$ cat src/rtl/alu_mc.sv
// Multi-cycle ALU: single-cycle add/sub, iterative shift-add multiply and
// restoring divide sharing one hi/lo working register pair.
module alu_mc #(
    parameter int WIDTH = 4
) (
    input  logic               clk,
    input  logic               rst,
    input  logic               start,
    input  logic [1:0]         oper,
    input  logic [WIDTH-1:0]   in1,
    input  logic [WIDTH-1:0]   in2,
    output logic               busy,
    output logic               done,
    output logic [2*WIDTH-1:0] out,
    output logic               dz
);

    localparam int CW = $clog2(WIDTH + 1);

    typedef enum logic [1:0] {IDLE, RUN, DONE} state_t;

    state_t           state;
    logic             isdiv;
    logic [WIDTH-1:0] a;
    logic [WIDTH-1:0] hi;
    logic [WIDTH-1:0] lo;
    logic [CW-1:0]    cnt;

    logic [WIDTH:0]   addsum;
    logic [WIDTH:0]   subdiff;
    logic [WIDTH:0]   mulsum;
    logic [WIDTH:0]   shifted;
    logic [WIDTH-1:0] trial;
    logic [WIDTH-1:0] hinext;
    logic [WIDTH-1:0] lonext;
    logic             ge;
    logic             accept;

    // Mul keeps {hi,lo} as partial product / multiplier; div keeps it as
    // remainder / dividend-becoming-quotient, so both finish as {hi,lo}.
    always_comb begin
        addsum  = {1'b0, in1} + {1'b0, in2};
        subdiff = {1'b0, in1} - {1'b0, in2};
        mulsum  = {1'b0, hi} + (lo[0] ? {1'b0, a} : '0);
        shifted = {hi, lo[WIDTH-1]};
        ge      = shifted >= {1'b0, a};
        trial   = shifted[WIDTH-1:0] - a;
        if (isdiv) begin
            hinext = ge ? trial : shifted[WIDTH-1:0];
            lonext = {lo[WIDTH-2:0], ge};
        end else begin
            hinext = mulsum[WIDTH:1];
            lonext = {mulsum[0], lo[WIDTH-1:1]};
        end
    end

    assign accept = start && (state != RUN);

    always_ff @(posedge clk) begin
        if (rst) begin
            state <= IDLE;
            isdiv <= 1'b0;
            a     <= '0;
            hi    <= '0;
            lo    <= '0;
            cnt   <= '0;
            out   <= '0;
            busy  <= 1'b0;
            done  <= 1'b0;
            dz    <= 1'b0;
        end else if (accept) begin
            dz    <= 1'b0;
            done  <= 1'b0;
            busy  <= 1'b0;
            isdiv <= oper[1];
            hi    <= '0;
            cnt   <= '0;
            case (oper)
                2'b00: begin
                    out   <= {{(WIDTH-1){1'b0}}, addsum};
                    state <= DONE;
                    done  <= 1'b1;
                end
                2'b10: begin
                    out   <= {{(WIDTH-1){subdiff[WIDTH]}}, subdiff};
                    state <= DONE;
                    done  <= 1'b1;
                end
                2'b01: begin
                    a     <= in1;
                    lo    <= in2;
                    state <= RUN;
                    busy  <= 1'b1;
                end
                default: begin
                    if (in2 == '0) begin
                        out   <= '0;
                        dz    <= 1'b1;
                        state <= DONE;
                        done  <= 1'b1;
                    end else begin
                        a     <= in2;
                        lo    <= in1;
                        state <= RUN;
                        busy  <= 1'b1;
                    end
                end
            endcase
        end else begin
            case (state)
                RUN: begin
                    hi  <= hinext;
                    lo  <= lonext;
                    cnt <= cnt + CW'(1);
                    if (cnt == CW'(WIDTH - 1)) begin
                        out   <= {hinext, lonext};
                        state <= DONE;
                        done  <= 1'b1;
                        busy  <= 1'b0;
                    end
                end
                DONE: begin
                    state <= IDLE;
                    done  <= 1'b0;
                end
                default: begin
                    state <= IDLE;
                    done  <= 1'b0;
                    busy  <= 1'b0;
                end
            endcase
        end
    end

endmodule
$ cat config.mk
export PLATFORM = sky130hd
export DESIGN_NAME = alu_mc
export DESIGN_NICKNAME = d
export VERILOG_FILES = /design/src/rtl/alu_mc.sv
export SDC_FILE = /design/constraint.sdc
export NUM_CORES = 1
export LEC_CHECK = 0
export CAP_MARGIN = 10
export CORE_UTILIZATION = 40
export DETAILED_ROUTE_END_ITERATION = 10
export PLACE_DENSITY = 0.61
export SLEW_MARGIN = 20
export SYNTH_ARGS = -nofsm -noshare
export SYNTH_HDL_FRONTEND = slang
export SYNTH_SLANG_ARGS = --single-unit
$ cat constraint.sdc
create_clock -name clk -period 5.51 [get_ports clk]
set_clock_uncertainty 0.05 [all_clocks]
set_input_delay 0.551 -clock clk [delete_from_list [all_inputs] [get_ports clk]]
set_output_delay 0.551 -clock clk [all_outputs]
set_load 0.02 [all_outputs]
==> impl_metrics.ini <==
[synth]
yosysTopAreaCell = dfxtp_1
async_flop_share_pct = 0
synth_cells = 265
syn-cell-area_um2 = 2130
synth_most_common_cell = nor2_1
syn-num-nets = 300
syn_avg_cell_area_um2 = 8.05
ys.flop_type = dfxtp_1
ys_warn_count = 0
synthTopCellsByArea = dfxtp_1, ha_1, nor2_1
ys_types = 57
synth_common_cells = nor2_1, dfxtp_1, nand2_1, a21oi_1, inv_1
synth_top_area_share_pct = 26.3
synth_seq_cells = 28
synth_edf_count = 0
yosysSeqAreaShare_pct = 26.3

[sta]
max-slew-margin-rel_pct = 48.0
fin_crit_ps = 2570
finalSetupViolCount = 0
whs_ps = 421
fmax_ghz = 0.389
hold_viol_final = 0
tightest_slew_ps = 777
drv_slew = 0
grt_setup_unrepaired = false
finalSetupTns_ps = 0
period_share_pct = 46.7

[grt]
antenna_found_initial = 0
grt_pass1_vias = 1669
overflow = 0
grt_use_total_pct = 18.9
grt_pass1_wl_um = 7990
grt_max_degree = 30

[power_and_ir_drop]
internal-power_mw = 0.345
power_frac_comb_pct = 30.1
leakagePower_nw = 0.964
p_sw_mw = 0.164
seq_power_share_pct = 44.5
swShare_pct = 32.2
peakVddDrop_mv = 0.120
clockPowerShare_pct = 25.4
power_density_nw_per_um2 = 209

[clock_tree]
cts_buffers = 3
h-tree-depth = 1
cts_resized = 0
clk_latency_ps = 280
cts.sinks = 28
clockBufferDepth = 2
clk_transition_reported_paths_ps = 100
cts_tree = built
clock-root-buffer = clkbuf_8
cts_setup_buffers = 0
cts_hold_buf = 0

[placement]
routabilityCongestion = 0.784
hpwlAfterDp_um = 3910
place.port_buffers = 23

[floorplan]
core_area_um2 = 5110
die_height_um = 75.0
start_util_pct = 41.8
rows = 26
die_w_um = 75.0
top_level_ports = 24
dieArea_um2 = 5630

[routing]
drc = 0
wire_per_inst_um = 14.2
dr.pass1.iters = 4
vias_per_cell = 5.28
vias = 1844
finalWirelength_um = 4940
antenna_left = 0
first_iter_violations = 73

[setup_path]
cp.required_ps = 5690
end_kind = register
crit_fanout = 5
cp.arrival_ps = 2750
worstSetupPathType = in2reg
cp-start-kind = input port
r2r_slack_ps = 3310

[layout]
layout-drive-gt1-share_pct = 6.09
diodes = 0
finish.net_count = 315
area_growth_pct = 14.0

[worst_hold_path]
hp-class = reg2reg

[run_status]
status = finished, final reports clean

[flow_run]
cap_violations = 0
==> stage by stage <==
step           total power [mW]  cell area, um2  utilization, %  setup slack [ps]  cells
3_5_place_dp              0.384            2380            46.6              2630    345
3_3_place_gp              0.384            2380            46.6              2650    345
5_1_grt                   0.539            2430            47.6              2760    349
4_1_cts                   0.513            2440            47.7              2930    349
6_report                  0.508            2430            47.6              2940    349
2_1_floorplan             0.338            2130               -              3450    265
==> critical path, stage by stage <==
cell and delay [ps]:
clkdlybuf4s50_1 590, ha_1 210, inv_1 60, fa_1 380, a21o_1 170, a21oi_1 200
nand3_1 170, a21oi_1 240, o221a_1 190
==> worst paths after layout <==
kind | start | end | depth (start not counted)
max | in2[0] | out[7] | 9
min | dz | dz | 2
max reg2reg | done | out[7] | 5
min reg2reg | dz | dz | 2
==> layout make-up <==
class	instances	area, um2
flip-flops and latches	28	561
inverters	21	78.8
clock buffers	4	55.1
repair buffers	24	233
well taps	70	87.6
fillers	532	2680
multi-input cells	202	1420
==> cell usage in the layout (no fill, tap or decap), types with 4 or more instances in the layout <==
cell type        count
nor2b_1              8
and2_1               5
fa_1                 4
inv_1               20
dfxtp_1             28
o21ai_0              9
a211oi_1             6
nor2_1              36
clkbuf_8             4
ha_1                18
nand2_1             22
o21a_1               4
nor3_1               4
a21oi_1             20
clkdlybuf4s50_1     22
nand3_1              7
==> cell families (layout without fill, tap and decap cells) <==
group,Yosys count,in the layout,share of synthesized area (%)
AO/OA/AOI/OAI,78,78,26.7
buffers and inverters,35,49,7.27
adder cells (fa/ha/maj),22,22,14.3
AND/OR/NAND/NOR,93,93,21.2
XOR/XNOR,3,3,1.23
multiplexers,6,6,2.99
flip-flops,28,28,26.3
==> metal layers <==
metal / vias to the layer above / part of all wire (%) / GRT usage [%]
li1: 972 / - / -
met1: 835 / 48 / 25.4
met2: 31 / 48 / 31.5
met3: 6 / 2.7 / 3.08
met4: 0 / 1.4 / 5.03
met5: - / 0 / 0
==> power by group through the flow <==
stage,Sequential [mW],Combinational (mW),Clock [mW]
global placement,0.231,0.153,0
finish,0.226,0.153,0.129
global route,0.228,0.172,0.139
CTS,0.226,0.154,0.133
floorplan,0.232,0.106,0
detailed placement,0.231,0.153,0
==> flip-flops by register name (all words and copies together) (netlist names) <==
register / count
a: 4
busy: 1
cnt: 3
done: 1
dz: 1
hi: 4
isdiv: 1
lo: 4
out: 8
state: 1
No activity file was read; power rests on OpenSTA's default activity.
